File: src/rtl/window_gen_3x3_if.sv
// window_gen_3x3_if: column-in / window-out stream bundle for the 3x3 window generator
interface window_gen_3x3_if #(
   parameter int WIDTH = 8,
   parameter int IMG_WIDTH = 6,
   parameter int IMG_HEIGHT = 6
);
   logic valid_in;
   logic [WIDTH-1:0] row0_din;
   logic [WIDTH-1:0] row1_din;
   logic [WIDTH-1:0] row2_din;
   logic valid_out;
   logic [9*WIDTH-1:0] win_dout;
   logic [$clog2(IMG_WIDTH)-1:0] ctr_col;
   logic [$clog2(IMG_HEIGHT)-1:0] ctr_row;
   logic frame_done;
   modport master (
      output valid_in, row0_din, row1_din, row2_din,
      input valid_out, win_dout, ctr_col, ctr_row, frame_done
   );
   modport slave (
      input valid_in, row0_din, row1_din, row2_din,
      output valid_out, win_dout, ctr_col, ctr_row, frame_done
   );
endinterface

File: src/rtl/window_gen_3x3.sv
// window_gen_3x3: shifts aligned pixel columns into a 3x3 window and emits complete windows with centre coordinates
module window_gen_3x3 #(
   parameter int WIDTH = 8,
   parameter int IMG_WIDTH = 6,
   parameter int IMG_HEIGHT = 6
) (
   input logic clock,
   input logic reset,
   window_gen_3x3_if.slave bus
);
   localparam int CW = $clog2(IMG_WIDTH);
   localparam int RW = $clog2(IMG_HEIGHT);
   localparam logic [CW-1:0] col_last = CW'(IMG_WIDTH - 1);
   localparam logic [CW-1:0] col_one = CW'(1);
   localparam logic [RW-1:0] row_last = RW'(IMG_HEIGHT - 3);
   typedef enum logic {FILL, RUN} state_t;
   state_t state;
   logic [CW-1:0] col;
   logic [RW-1:0] row;
   logic [1:0][WIDTH-1:0] top_q, mid_q, bot_q;
   logic [9*WIDTH-1:0] win_next;
   logic col_end, row_end, emit;
   assign col_end = col == col_last;
   assign row_end = row == row_last;
   assign emit = bus.valid_in && state == RUN;
   // only the two older columns are stored; the incoming column is the right edge
   assign win_next = {bus.row0_din, bot_q, bus.row1_din, mid_q, bus.row2_din, top_q};
   always_ff @(posedge clock) begin
      if (!reset) begin
         state <= FILL;
         col <= '0;
         row <= '0;
         top_q <= '0;
         mid_q <= '0;
         bot_q <= '0;
         bus.valid_out <= 1'b0;
         bus.frame_done <= 1'b0;
         bus.win_dout <= '0;
         bus.ctr_col <= '0;
         bus.ctr_row <= '0;
      end else begin
         bus.valid_out <= emit;
         bus.frame_done <= emit && col_end && row_end;
         if (bus.valid_in) begin
            top_q <= {bus.row2_din, top_q[1]};
            mid_q <= {bus.row1_din, mid_q[1]};
            bot_q <= {bus.row0_din, bot_q[1]};
            col <= col_end ? '0 : col + 1'b1;
            row <= col_end ? (row_end ? '0 : row + 1'b1) : row;
            state <= col_end ? FILL : (col == col_one ? RUN : state);
            if (state == RUN) begin
               bus.win_dout <= win_next;
               bus.ctr_col <= col - 1'b1;
               bus.ctr_row <= row + 1'b1;
            end
         end
      end
   end
endmodule

File: src/flat_wrapper.sv
// flat-port wrapper written by rule: the top's interface ports become plain ports
module window_gen_3x3_flat 
#(
   parameter int WIDTH = 8,
   parameter int IMG_WIDTH = 6,
   parameter int IMG_HEIGHT = 6
)
  (clock, reset, bus_valid_in, bus_row0_din, bus_row1_din, bus_row2_din, bus_valid_out, bus_win_dout, bus_ctr_col, bus_ctr_row, bus_frame_done);
  window_gen_3x3_if #(.WIDTH(WIDTH), .IMG_WIDTH(IMG_WIDTH), .IMG_HEIGHT(IMG_HEIGHT)) bus_i ();
  input logic clock;
  input logic reset;
  input wire logic [$bits(bus_i.valid_in)-1:0] bus_valid_in;
  input wire logic [$bits(bus_i.row0_din)-1:0] bus_row0_din;
  input wire logic [$bits(bus_i.row1_din)-1:0] bus_row1_din;
  input wire logic [$bits(bus_i.row2_din)-1:0] bus_row2_din;
  output wire logic [$bits(bus_i.valid_out)-1:0] bus_valid_out;
  output wire logic [$bits(bus_i.win_dout)-1:0] bus_win_dout;
  output wire logic [$bits(bus_i.ctr_col)-1:0] bus_ctr_col;
  output wire logic [$bits(bus_i.ctr_row)-1:0] bus_ctr_row;
  output wire logic [$bits(bus_i.frame_done)-1:0] bus_frame_done;
  assign bus_i.valid_in = bus_valid_in;
  assign bus_i.row0_din = bus_row0_din;
  assign bus_i.row1_din = bus_row1_din;
  assign bus_i.row2_din = bus_row2_din;
  assign bus_valid_out = bus_i.valid_out;
  assign bus_win_dout = bus_i.win_dout;
  assign bus_ctr_col = bus_i.ctr_col;
  assign bus_ctr_row = bus_i.ctr_row;
  assign bus_frame_done = bus_i.frame_done;
  window_gen_3x3 #(.WIDTH(WIDTH), .IMG_WIDTH(IMG_WIDTH), .IMG_HEIGHT(IMG_HEIGHT)) u_core (.clock(clock), .reset(reset), .bus(bus_i));
endmodule
File: config.mk
export PLATFORM = sky130hd
export DESIGN_NAME = window_gen_3x3_flat
export DESIGN_NICKNAME = d
export VERILOG_FILES = /design/src/rtl/window_gen_3x3_if.sv /design/src/rtl/window_gen_3x3.sv /design/src/flat_wrapper.sv
export SDC_FILE = /design/constraint.sdc
export NUM_CORES = 1
export LEC_CHECK = 0
export ABC_CLOCK_PERIOD_IN_PS = 1100
export BUFFER_PORTS_ARGS = -buffer_cell sky130_fd_sc_hd__buf_4
export CORE_ASPECT_RATIO = 1.25
export CORE_UTILIZATION = 52
export CTS_BUF_LIST = sky130_fd_sc_hd__clkbuf_8
export CTS_CLUSTER_SIZE = 28
export DETAILED_ROUTE_END_ITERATION = 16
export PLACE_DENSITY = 0.79
export SYNTH_ARGS = -nofsm -noshare
export SYNTH_HDL_FRONTEND = slang
export SYNTH_SLANG_ARGS = --single-unit
File: constraint.sdc
create_clock -name clock -period 1.1 [get_ports clock]
set_input_delay 0.055 -clock clock [delete_from_list [all_inputs] [get_ports clock]]
set_output_delay 0.055 -clock clock [all_outputs]
set_load 0.05 [all_outputs]
==> qor.yml <==
clock_sinks: 135
syn_area_mm2: 0.00558
grt_pass1_wl_um: 19200
antenna_left: 0
finalHoldViolations: 0
clock_path_buffers: 2
ys_async_sr_fraction_pct: 0
crit_path_end: "u_core.row[0]"
numPortBuffers: 106
seq_area_frac_synth_pct: 48.4
grt_overflow: 0
die_w_um: 94.6
start_util_pct: 54.4
synthMuxAreaShare_pct: 9.15
power_leakage_nw: 3.11
root_buffer: "clkbuf_8"
grt_max_degree: 75
hold_start: "bus_valid_in"
synthAdderAreaFrac_pct: 1.57
r2r_setup_slack_ns: -0.13
power_density_mw_per_mm2: 1350
rsz0062_at_grt: "yes"
min_period_ns: 1.23
violations: "negative setup slack"
die_h_um: 118
tns_ns: -0.211
finalCritPeriodShare_pct: 112
fp.dieArea_mm2: 0.0111
r2r-start: "u_core.row[1]"
placed_cell_area_mm2: 0.00652
synth-compound-area-share_pct: 22.1
synthFlopType: "dfxtp_1"
grt_pass1_vias: 4104
wirelength_um: 13100
total_power_mw: 10.1
critPathLaunchType: "flip-flop"
internal_power_mw: 7.42
post-dp-hpwl_um: 7470
synth_commonest_cells: "135 x dfxtp_1, 74 x a21oi_1, 73 x a21bo_2, 73 x nand3_1, 51 x mux2i_1"
final_area_mm2: 0.00754
clock_skew_ns: 0.00855
yosysMostFrequentCell: "dfxtp_1"
critPathArrivalTime_ns: 1.60
syn_inst: 553
vias_per_cell: 5.39
core_area_mm2: 0.0103
synth_area_leaders: "dfxtp_1 48%, a21bo_2 13%, mux2i_1 9.2%"
netlist.area_leader.share_pct: 48.4
end_kind: "flip-flop"
layout_setup_ws_ns: -0.135
seq_power_share_pct: 50.5
drtPass1Iterations: 4
fin_hold_ws_ns: 0.0355
syn_area_per_cell_um2: 10.1
clk_pin_slew_worst_paths_ns: 0.08
drive_gt1_share_pct: 45.2
synth_xor_area_share_pct: 0.314
rows: 41
antenna_found_initial: 0
timing.critical_path.from: "u_core.row[1]"
crit_fanout: 3
cts_buffers: 17
synthSimpleGateAreaFrac_pct: 11.5
synth_nets: 587
status: "finished with violations"
clock_power_share_pct: 36.4
dpl_worst_slack_ns: -0.145
maxCapViolations: 0
power.switching_mw: 2.72
cts_max_level: 4
timing.final.max_slew_violations: 0
worstRegToRegCells: 4
fmax_mhz: 810
tightest_slew_ns: 0.390
p_comb_share_pct: 13.1
ir_worst_vdd_v: 0.000916
synthDistinctLibCells: 31
path_class: "flip-flop to flip-flop"
setup-violations-final: 10
switching_share_pct: 26.8
ys_warn_count: 0
worstReg2RegEnd: "u_core.row[0]"
io_pins: 107
num_vias: 4445
synth_top_family_by_area: "compound AO/OA/AOI/OAI gates"
hold_path_class: "input port to flip-flop"
synth-seq-cells: 135
yosysTopAreaCell: "dfxtp_1"
synth-edff-count: 0
slew_headroom_pct: 74.0
grt.total_usage_pct: 21.9
gp_congestion: 0.747
syn_to_final_growth_pct: 35.1
wl_per_cell_um: 15.9
required_ns: 1.46
cts_tree: "yes"
drc: 0
finalNetCount: 716
dr.first_iter.drc_count: 128
clkLatencyLatePin_ns: 0.43
## flip-flops by register name, summed over array words and instances (netlist names)
signal and count:
u_core.bus.frame_done 1, u_core.bus.ctr_row 3, u_core.mid_q 16, u_core.top_q 16
u_core.bus.ctr_col 3, u_core.bot_q 16, u_core.row 3, u_core.bus.valid_out 1
u_core.state 1, u_core.bus.win_dout 72, u_core.col 3
## through the flow
step	std cells	util, %
2_1_floorplan	553	-
5_1_grt	824	73.4
3_5_place_dp	757	63.6
3_3_place_gp	757	63.6
4_1_cts	815	69.8
6_report	825	73.5
## power groups by stage
stage / sequential [mW] / combinational (mW) / clock (mW)
finish: 5.12 / 1.33 / 3.70
global route: 5.14 / 1.41 / 3.98
CTS: 5.13 / 1.15 / 3.77
detailed placement: 5.24 / 1.07 / 0
global placement: 5.23 / 1.05 / 0
floorplan: 5.36 / 0.628 / 0
## routing by layer
metal / vias to the layer above / GRT usage, % / part of all wire (%)
met2: 92 / 36.7 / 51
li1: 2190 / - / -
met3: 23 / 5.04 / 3.9
met5: - / 0 / 0
met1: 2140 / 25.8 / 43
met4: 0 / 10.9 / 2.0
## placed cells by master (no fill, tap or decap), types with 2 or more instances in the layout
cell / netlist / final
dfxtp_1: 135 / 130
buf_4: 4 / 119
clkinvlp_4: 0 / 3
ha_1: 7 / 2
dlygate4sd3_1: 0 / 26
a21oi_1: 74 / 31
a211oi_2: 5 / 5
dfxtp_4: 0 / 2
clkbuf_16: 0 / 4
a21oi_2: 5 / 48
buf_12: 1 / 10
clkbuf_8: 0 / 18
nand2_1: 4 / 4
a21bo_2: 73 / 72
buf_6: 4 / 6
ha_4: 0 / 4
dfxtp_2: 0 / 3
o21ai_0: 2 / 2
inv_1: 5 / 5
nand2b_1: 2 / 2
nand3_1: 73 / 72
nor2_1: 48 / 48
clkinv_4: 0 / 2
mux2i_1: 51 / 51
clkinv_2: 0 / 6
## critical path, stage by stage (launching register included)
cell	delay, ns
dfxtp_2	0.34
ha_4	0.17
ha_4	0.15
or3b_1	0.36
mux2i_1	0.14
## layout make-up
class	instances	area (um^2)
fill	732	2720
sequential	135	2710
tap	129	161
multi-input combinational	357	2730
timing repair buffer	166	1550
inverter	5	20.0
antenna	1	2.50
clock buffer	18	248
clock inverter	14	111
## worst min path at each step
stage,endpoint,depth (start not counted)
floorplan,u_core.bot_q[10],2
global placement,u_core.top_q[14],3
detailed placement,u_core.top_q[12],3
CTS,u_core.state,3
global route,u_core.bus.valid_out,2
finish,u_core.state,3
## cells by family after synthesis
kind of cell    after synthesis
compound gates              161
xor+xnor                      2
fa+ha+maj                     7
buf+inv                      61
flops                       135
mux                          51
simple gates                136
## what timing repair did
item                       4_1_cts  5_1_grt
hold endpoints to repair        57        0
cloned                           0        7
resized for setup                6       54
pin swaps                        0       15
setup endpoints to repair        6       22
buffers inserted                 0        2
hold buffers                    26        0
Power figures use the tool's default switching activity.
